==> config.mk <==
export PLATFORM = sky130hd
export DESIGN_NAME = do_ch
export DESIGN_NICKNAME = d
export VERILOG_FILES = /design/src/rtl/do_pkg.sv /design/src/rtl/sync2.sv /design/src/rtl/do_ch.sv
export SDC_FILE = /design/constraint.sdc
export NUM_CORES = 1
export LEC_CHECK = 0
export ABC_AREA = 1
export BUFFER_PORTS_ARGS = -buffer_cell sky130_fd_sc_hd__buf_2
export CORE_MARGIN = 8
export CORE_UTILIZATION = 45
export CTS_CLUSTER_SIZE = 40
export DETAILED_ROUTE_END_ITERATION = 8
export PLACE_DENSITY = 0.65
export SLEW_MARGIN = 20
export SYNTH_ARGS = -nofsm -noshare
export SYNTH_HDL_FRONTEND = slang
export SYNTH_HIERARCHICAL = 1
export SYNTH_SLANG_ARGS = --single-unit
==> constraint.sdc <==
create_clock -name i_clk -period 1.8 [get_ports i_clk]
set_input_delay 0.18 -clock i_clk [delete_from_list [all_inputs] [get_ports i_clk]]
set_output_delay 0.18 -clock i_clk [all_outputs]
set_load 0.01 [all_outputs]
==> src/rtl/do_pkg.sv <==
// Shared definitions for digital-output channels: FSM encodings, register offsets, LED codes.
package do_pkg;

  typedef enum logic [1:0] {
    StIdle  = 2'd0,
    StOn    = 2'd1,
    StPulse = 2'd2,
    StFault = 2'd3
  } do_state_e;

  localparam logic [5:0] OffCtrl   = 6'h00;
  localparam logic [5:0] OffCmd    = 6'h01;
  localparam logic [5:0] OffPwLo   = 6'h02;
  localparam logic [5:0] OffPwHi   = 6'h03;
  localparam logic [5:0] OffStatus = 6'h04;

  localparam logic [1:0] LedOff   = 2'b00;
  localparam logic [1:0] LedEnLow = 2'b01;
  localparam logic [1:0] LedHigh  = 2'b10;
  localparam logic [1:0] LedFault = 2'b11;

  localparam int unsigned WinSize = 64;

endpackage

==> src/rtl/sync2.sv <==
// Two-flop synchroniser for a single asynchronous input.
module sync2 (
  input  logic clk_i,
  input  logic rst_ni,
  input  logic d_i,
  output logic q_o
);

  logic meta_q;
  logic sync_q;

  always_ff @(posedge clk_i or negedge rst_ni) begin
    if (!rst_ni) begin
      meta_q <= 1'b0;
      sync_q <= 1'b0;
    end else begin
      meta_q <= d_i;
      sync_q <= meta_q;
    end
  end

  assign q_o = sync_q;

endmodule

==> src/rtl/do_ch.sv <==
// Single digital-output channel: level/pulse drive, feedback supervision with latched fault,
// LED code, and a byte-wide parameter/readback window at CH_ADD.
module do_ch
  import do_pkg::*;
#(
  parameter int unsigned CH_ADD = 0,
  parameter int unsigned FB_CHK = 100
) (
  input  logic        i_clk,
  input  logic        i_rst_n,
  input  logic [11:0] im_paraddr,
  input  logic        i_parwren,
  input  logic [7:0]  im_pardata,
  input  logic [11:0] im_rdaddr,
  input  logic        i_rdren,
  output logic [7:0]  om_rddata,
  input  logic        i_fb,
  output logic        o_dout,
  output logic        o_fault,
  output logic [1:0]  led_ctrl
);

  localparam int unsigned    MmW      = $clog2(FB_CHK + 1);
  localparam logic [MmW-1:0] MmMax    = MmW'(FB_CHK);
  localparam logic [11:0]    BaseAddr = 12'(CH_ADD);

  logic fb_s;

  sync2 u_fb_sync (
    .clk_i  (i_clk),
    .rst_ni (i_rst_n),
    .d_i    (i_fb),
    .q_o    (fb_s)
  );

  logic [11:0] wr_diff, rd_diff;
  logic        wr_hit, rd_hit;
  logic [5:0]  wr_off, rd_off;

  always_comb begin
    wr_diff = im_paraddr - BaseAddr;
    rd_diff = im_rdaddr - BaseAddr;
    wr_hit  = i_parwren && (im_paraddr >= BaseAddr) && (wr_diff < 12'(WinSize));
    rd_hit  = i_rdren && (im_rdaddr >= BaseAddr) && (rd_diff < 12'(WinSize));
    wr_off  = wr_diff[5:0];
    rd_off  = rd_diff[5:0];
  end

  // Configuration registers; trig_q and fclr_q are one-cycle event strobes.
  logic        en_q, mode_q, cmd_q, trig_q, fclr_q;
  logic [15:0] pw_q;

  always_ff @(posedge i_clk or negedge i_rst_n) begin
    if (!i_rst_n) begin
      en_q   <= 1'b0;
      mode_q <= 1'b0;
      cmd_q  <= 1'b0;
      trig_q <= 1'b0;
      fclr_q <= 1'b0;
      pw_q   <= 16'd1;
    end else begin
      trig_q <= 1'b0;
      fclr_q <= 1'b0;
      if (wr_hit) begin
        case (wr_off)
          OffCtrl: begin
            en_q   <= im_pardata[0];
            mode_q <= im_pardata[1];
            fclr_q <= im_pardata[2];
          end
          OffCmd: begin
            cmd_q  <= im_pardata[0];
            trig_q <= im_pardata[0];
          end
          OffPwLo: pw_q[7:0]  <= im_pardata;
          OffPwHi: pw_q[15:8] <= im_pardata;
          default: ;
        endcase
      end
    end
  end

  do_state_e      state_q, state_d;
  logic [15:0]    pcnt_q, pcnt_d;
  logic [MmW-1:0] mm_q, mm_d;
  logic           dout_q, dout_d;
  logic           fault_q, fault_d;
  logic [1:0]     led_q, led_d;
  logic [7:0]     rd_q, rd_d;
  logic           chk_en;

  always_comb begin
    state_d = state_q;
    pcnt_d  = pcnt_q;
    mm_d    = mm_q;
    dout_d  = (state_q == StOn) || (state_q == StPulse);
    fault_d = (state_q == StFault);
    chk_en  = en_q && (state_q != StFault);

    unique case (state_q)
      StIdle: begin
        if (en_q && !mode_q && cmd_q) begin
          state_d = StOn;
        end else if (en_q && mode_q && trig_q) begin
          state_d = StPulse;
          pcnt_d  = (pw_q == 16'd0) ? 16'd1 : pw_q;
        end
      end
      StOn: begin
        if (!en_q || mode_q || !cmd_q) state_d = StIdle;
      end
      StPulse: begin
        if (!en_q || (pcnt_q <= 16'd1)) state_d = StIdle;
        else                            pcnt_d  = pcnt_q - 16'd1;
      end
      StFault: begin
        if (fclr_q) state_d = StIdle;
      end
      default: state_d = StIdle;
    endcase

    // An output edge restarts supervision so the feedback settling lag never counts.
    if (!chk_en || fclr_q || (dout_d != dout_q)) begin
      mm_d = '0;
    end else if (fb_s != dout_q) begin
      if (mm_q != MmMax) mm_d = mm_q + 1'b1;
    end else begin
      mm_d = '0;
    end

    if (chk_en && !fclr_q && (mm_q == MmMax)) state_d = StFault;

    if (fault_d)     led_d = LedFault;
    else if (dout_d) led_d = LedHigh;
    else if (en_q)   led_d = LedEnLow;
    else             led_d = LedOff;

    rd_d = 8'h00;
    if (rd_hit) begin
      case (rd_off)
        OffCtrl:   rd_d = {6'b0, mode_q, en_q};
        OffCmd:    rd_d = {7'b0, cmd_q};
        OffPwLo:   rd_d = pw_q[7:0];
        OffPwHi:   rd_d = pw_q[15:8];
        OffStatus: rd_d = {3'b0, state_q, fault_q, fb_s, dout_q};
        default:   rd_d = 8'h00;
      endcase
    end
  end

  always_ff @(posedge i_clk or negedge i_rst_n) begin
    if (!i_rst_n) begin
      state_q <= StIdle;
      pcnt_q  <= '0;
      mm_q    <= '0;
      dout_q  <= 1'b0;
      fault_q <= 1'b0;
      led_q   <= LedOff;
      rd_q    <= 8'h00;
    end else begin
      state_q <= state_d;
      pcnt_q  <= pcnt_d;
      mm_q    <= mm_d;
      dout_q  <= dout_d;
      fault_q <= fault_d;
      led_q   <= led_d;
      rd_q    <= rd_d;
    end
  end

  assign o_dout    = dout_q;
  assign o_fault   = fault_q;
  assign led_ctrl  = led_q;
  assign om_rddata = rd_q;

endmodule

==> results.md <==
Status:
- The flow ran to the end, and the final reports show no timing, DRC or antenna violations.

Pwr:
- The share of total power dissipated in sequential elements is 0.339.
- Of the total power, the share spent switching nets is 0.430.
- The combinational cell fraction of total power is 0.427.
- The maximum vdd drop is 0.601 mV.
- Of the total power, the clock network draws 0.234.
- Overall power consumption after layout is estimated at 0.00523 W.
- Summed over all nets, the switching power comes to 0.00224 W.
- The internal power is 0.00298 W.
- The power per cell area is 1280 nW/um2.
- Summed over all cells, the static leakage comes to 2.22 nW.

Critical path:
- The setup check on the worst reg-to-reg path leaves a slack of 110 ps.
- STA classifies the critical path endpoint as a flip-flop.
- The worst register-to-register path ends at pcnt_q[7].
- The startpoint identified for the worst register-to-register timing path is pcnt_q[0].
- The delay of the slowest critical-path stage is 440 ps.
- At the worst endpoint, the arrival time is 1970 ps.
- Among the stages of the critical path, the cell type that occurs most often is nand2_1.
- The cell depth of the worst flop-to-flop path is 12.
- By startpoint and endpoint, the worst setup path is classified as flip-flop to flip-flop.
- The start point of the critical path is pcnt_q[0].
- The endpoint required time on the critical path is 2080 ps.
- The slowest cell on the critical path is dfrtp_1.
- The signal on the critical path passes through inv_2 -> ha_1 -> inv_1 -> nand2_1 -> nand2_1 -> nor2_1 -> nand3_2 -> nand2_4 -> nand2_4 -> nand2_4 -> nand2_1 -> nand2_1.
- The worst setup path is launched from a flip-flop.
- The maximum net fanout on the critical path is 9.

GRT:
- The remaining global-route overflow is 0.
- The global-route wire length before repair is 14,800 um.
- The aggregate global-route resource usage is 0.177.
- The number of global-route vias before repair was 3,166.
- Entering global routing, the biggest net connects 61 pins.
- The initial antenna violation count is 0.

Min path:
- The worst hold path terminates at pw_q[5].
- The number of stages on the worst hold path is 3.
- The launch point of the worst hold path is im_pardata[5].
- The tightest min-delay check is of the input pin to flip-flop type.

Logic synthesis:
- Averaged over all synthesized cells, the footprint is 7.37 um2.
- The post-synthesis instance area is 3440 um2.
- For this run, the number of Yosys warnings is 6.
- The gate count after technology mapping is 467.
- The count of distinct cell types in the synthesized netlist is 35.
- The sequential cell area fraction in the yosys report is 0.437.
- Counting flops and latches in the post-synthesis netlist gives 60.
- The number of nets in the synthesized netlist is 512.

Detailed routing:
- For this block, the initial DRC count from the detailed router was 115.
- For this run, design rule violations remaining after detail routing come to 0.
- The count of nets left with antenna violations after detail routing is 0.
- The via count normalized by instance count is 4.93.
- The first-pass iteration count of the detailed router is 5.
- The post-detailed-routing wire length is 8640 um.
- The mean routed wirelength per cell is 13.6 um.
- The routed via count is 3,134.

Timing:
- The hold violation count in the final report was 0.
- The final worst clock skew is 11.3 ps.
- The maximum clock frequency is 592 MHz.
- In the finished design, the share of the clock period the worst path needs comes to 0.939.
- Setup repair after global routing left no endpoint under its margin.
- The worst slew margin relative to its limit is 0.758.
- The final critical delay including setup and external delays is 1690 ps.
- The number of setup violations in the final report is 0.
- The max-slew violation total from the final report is 0.
- Setup total negative slack on the finished layout was measured at 0 ps.
- The actual transition at the worst max-transition pin is 361 ps.

Job:
- The tool flagged a number of max-cap violations equal to 0.

CTS:
- The worst-skew pair later-pin latency is 340 ps.
- The TritonCTS clock tree is yes.
- Clock tree synthesis inserted a total of 9 buffers.
- The tree built by TritonCTS fans out to 60 sinks.
- The maximum clock insertion buffer count is 2.
- The tree is rooted in a clkbuf_8.
- The post-CTS clock slew at the launch and capture registers of the worst setup and hold paths is 70 ps.
- Buffers added to address setup during post-CTS repair amount to 0.
- The H-tree generated during clock tree synthesis spans 3 levels.

Floorplan:
- In this run the vertical extent of the chip is 103 um.
- The width of the die is 103 um.
- In this run the core area contains 32 standard-cell rows.
- The effective utilization at floorplan is 0.455.
- The floorplan step defined a core boundary enclosing 7570 um2.
- The die area is 10,700 um2.
- In this run the count of I/O pins placed on the die edge is 49.

Layout:
- The end-of-flow core utilization is 0.539.
- Counting the fill cells in the layout gives 731.
- Of the cells placed in the final design, the portion with a size suffix greater than 1 is 0.189.
- The top cell types in the final layout, fill and taps aside, are 169 x nand2_1, 59 x dfrtp_1, 55 x nor2_1.
- The repair_antennas step left the layout with diodes totalling 0.
- The final-stage net count is 574.
- The area growth from synthesis to layout is 18.6%.
- The library cell used most frequently in the layout, excluding fill and tap cells, is nand2_1.

Placed design:
- The number of input and output port buffers inserted is 48.
- Detailed placement finished with a half-perimeter wire length of 6490 um.
- The congestion estimate from routability-driven global placement came to 0.895.
flip-flops by register name (all words and copies together) (netlist names):
name and count:
mm_q 7, en_q 1, u_fb_sync/meta_q 1, mode_q 1, led_ctrl 2, pw_q 16, o_fault 1, pcnt_q 16
fclr_q 1, trig_q 1, cmd_q 1, o_dout 1, u_fb_sync/q_o 1, state_q 2, om_rddata 8
critical path: cells and delay by family, from the launching register on:
kind	cells	cell delay, ps
adder cells (fa/ha/maj)	1	200
buffers and inverters	2	150
flip-flops	1	440
AND/OR/NAND/NOR	9	840
metal layers:
layer  GRT usage  vias up  share of wire
met1       0.227     1451           0.46
met4      0.0790        0          0.015
met3      0.0288       12          0.037
met5           0        -              0
met2       0.287       67           0.49
li1            -     1604              -
how the worst max path moves through the flow:
stage                     slack (ps)    endpoint  depth (start not counted)
after detailed placement          50  pcnt_q[12]                         11
after global placement           130  pcnt_q[14]                         11
after floorplan                  240   pcnt_q[0]                         13
after global routing             0.3   pcnt_q[8]                         12
after CTS                         20  pcnt_q[12]                         11
final                            110   pcnt_q[7]                         12
through the flow:
step | cell area [um2] | setup slack (ps) | hold WS [ps] | std cells
after floorplan | 3440 | 238 | -116 | 467
final | 4080 | 111 | 87.0 | 636
after global placement | 3820 | 128 | 211 | 617
after detailed placement | 3820 | 49.3 | 215 | 617
after global routing | 4080 | 0.317 | 100 | 636
after CTS | 4040 | 23.8 | 80.1 | 635
final cells by class:
type                       instances  area (um2)  area share
inverter                          48         180      0.0442
multi-input combinational        353        1750       0.429
tap                              102         128      0.0313
clock buffer                      12         145      0.0356
clock inverter                     4        48.8      0.0120
sequential                        60        1500       0.369
timing repair buffer              57         325      0.0798
synthesized netlist by cell type (all sizes together):
library cell	number	share of area
a22oi	4	0.0087
xor2	3	0.0076
nand4	2	0.0036
o211a	1	0.0029
dfstp	1	0.0076
o21bai	2	0.0044
clkbuf	1	0.0011
nor3	2	0.0029
o211ai	2	0.0044
inv	48	0.052
buf	6	0.014
o21ai	19	0.032
nand3	50	0.074
nor4	4	0.020
or2	4	0.0080
a31oi	1	0.0018
dfrtp	59	0.43
ha	8	0.029
nor2	61	0.071
nand3b	2	0.0044
xnor2	2	0.0051
a21oi	10	0.016
nand2	175	0.20
kinds of logic (layout without fill, tap and decap cells):
kind of cell,Yosys count,after routing,share of synthesized area
AO/OA/AOI/OAI,39,39,0.0698
XOR/XNOR,5,5,0.0127
adder cells (fa/ha/maj),8,8,0.0291
buffers and inverters,55,121,0.0673
flip-flops,60,60,0.437
AND/OR/NAND/NOR,300,301,0.384
power by group through the flow:
stage / logic, W / registers (W) / clock network, W
3_5_place_dp: 0.00211 / 0.00179 / 0
6_report: 0.00223 / 0.00177 / 0.00122
5_1_grt: 0.00255 / 0.00180 / 0.00130
3_3_place_gp: 0.00205 / 0.00178 / 0
2_1_floorplan: 0.00164 / 0.00173 / 0
4_1_cts: 0.00213 / 0.00177 / 0.00123
timing repair:
item | CTS | global route
endpoints found under the setup margin | 0 | 18
hold buffers | 2 | 0
resized for setup | 0 | 6
endpoints found under the hold margin | 60 | 0
Note: power is estimated with default switching activity, not from simulation.
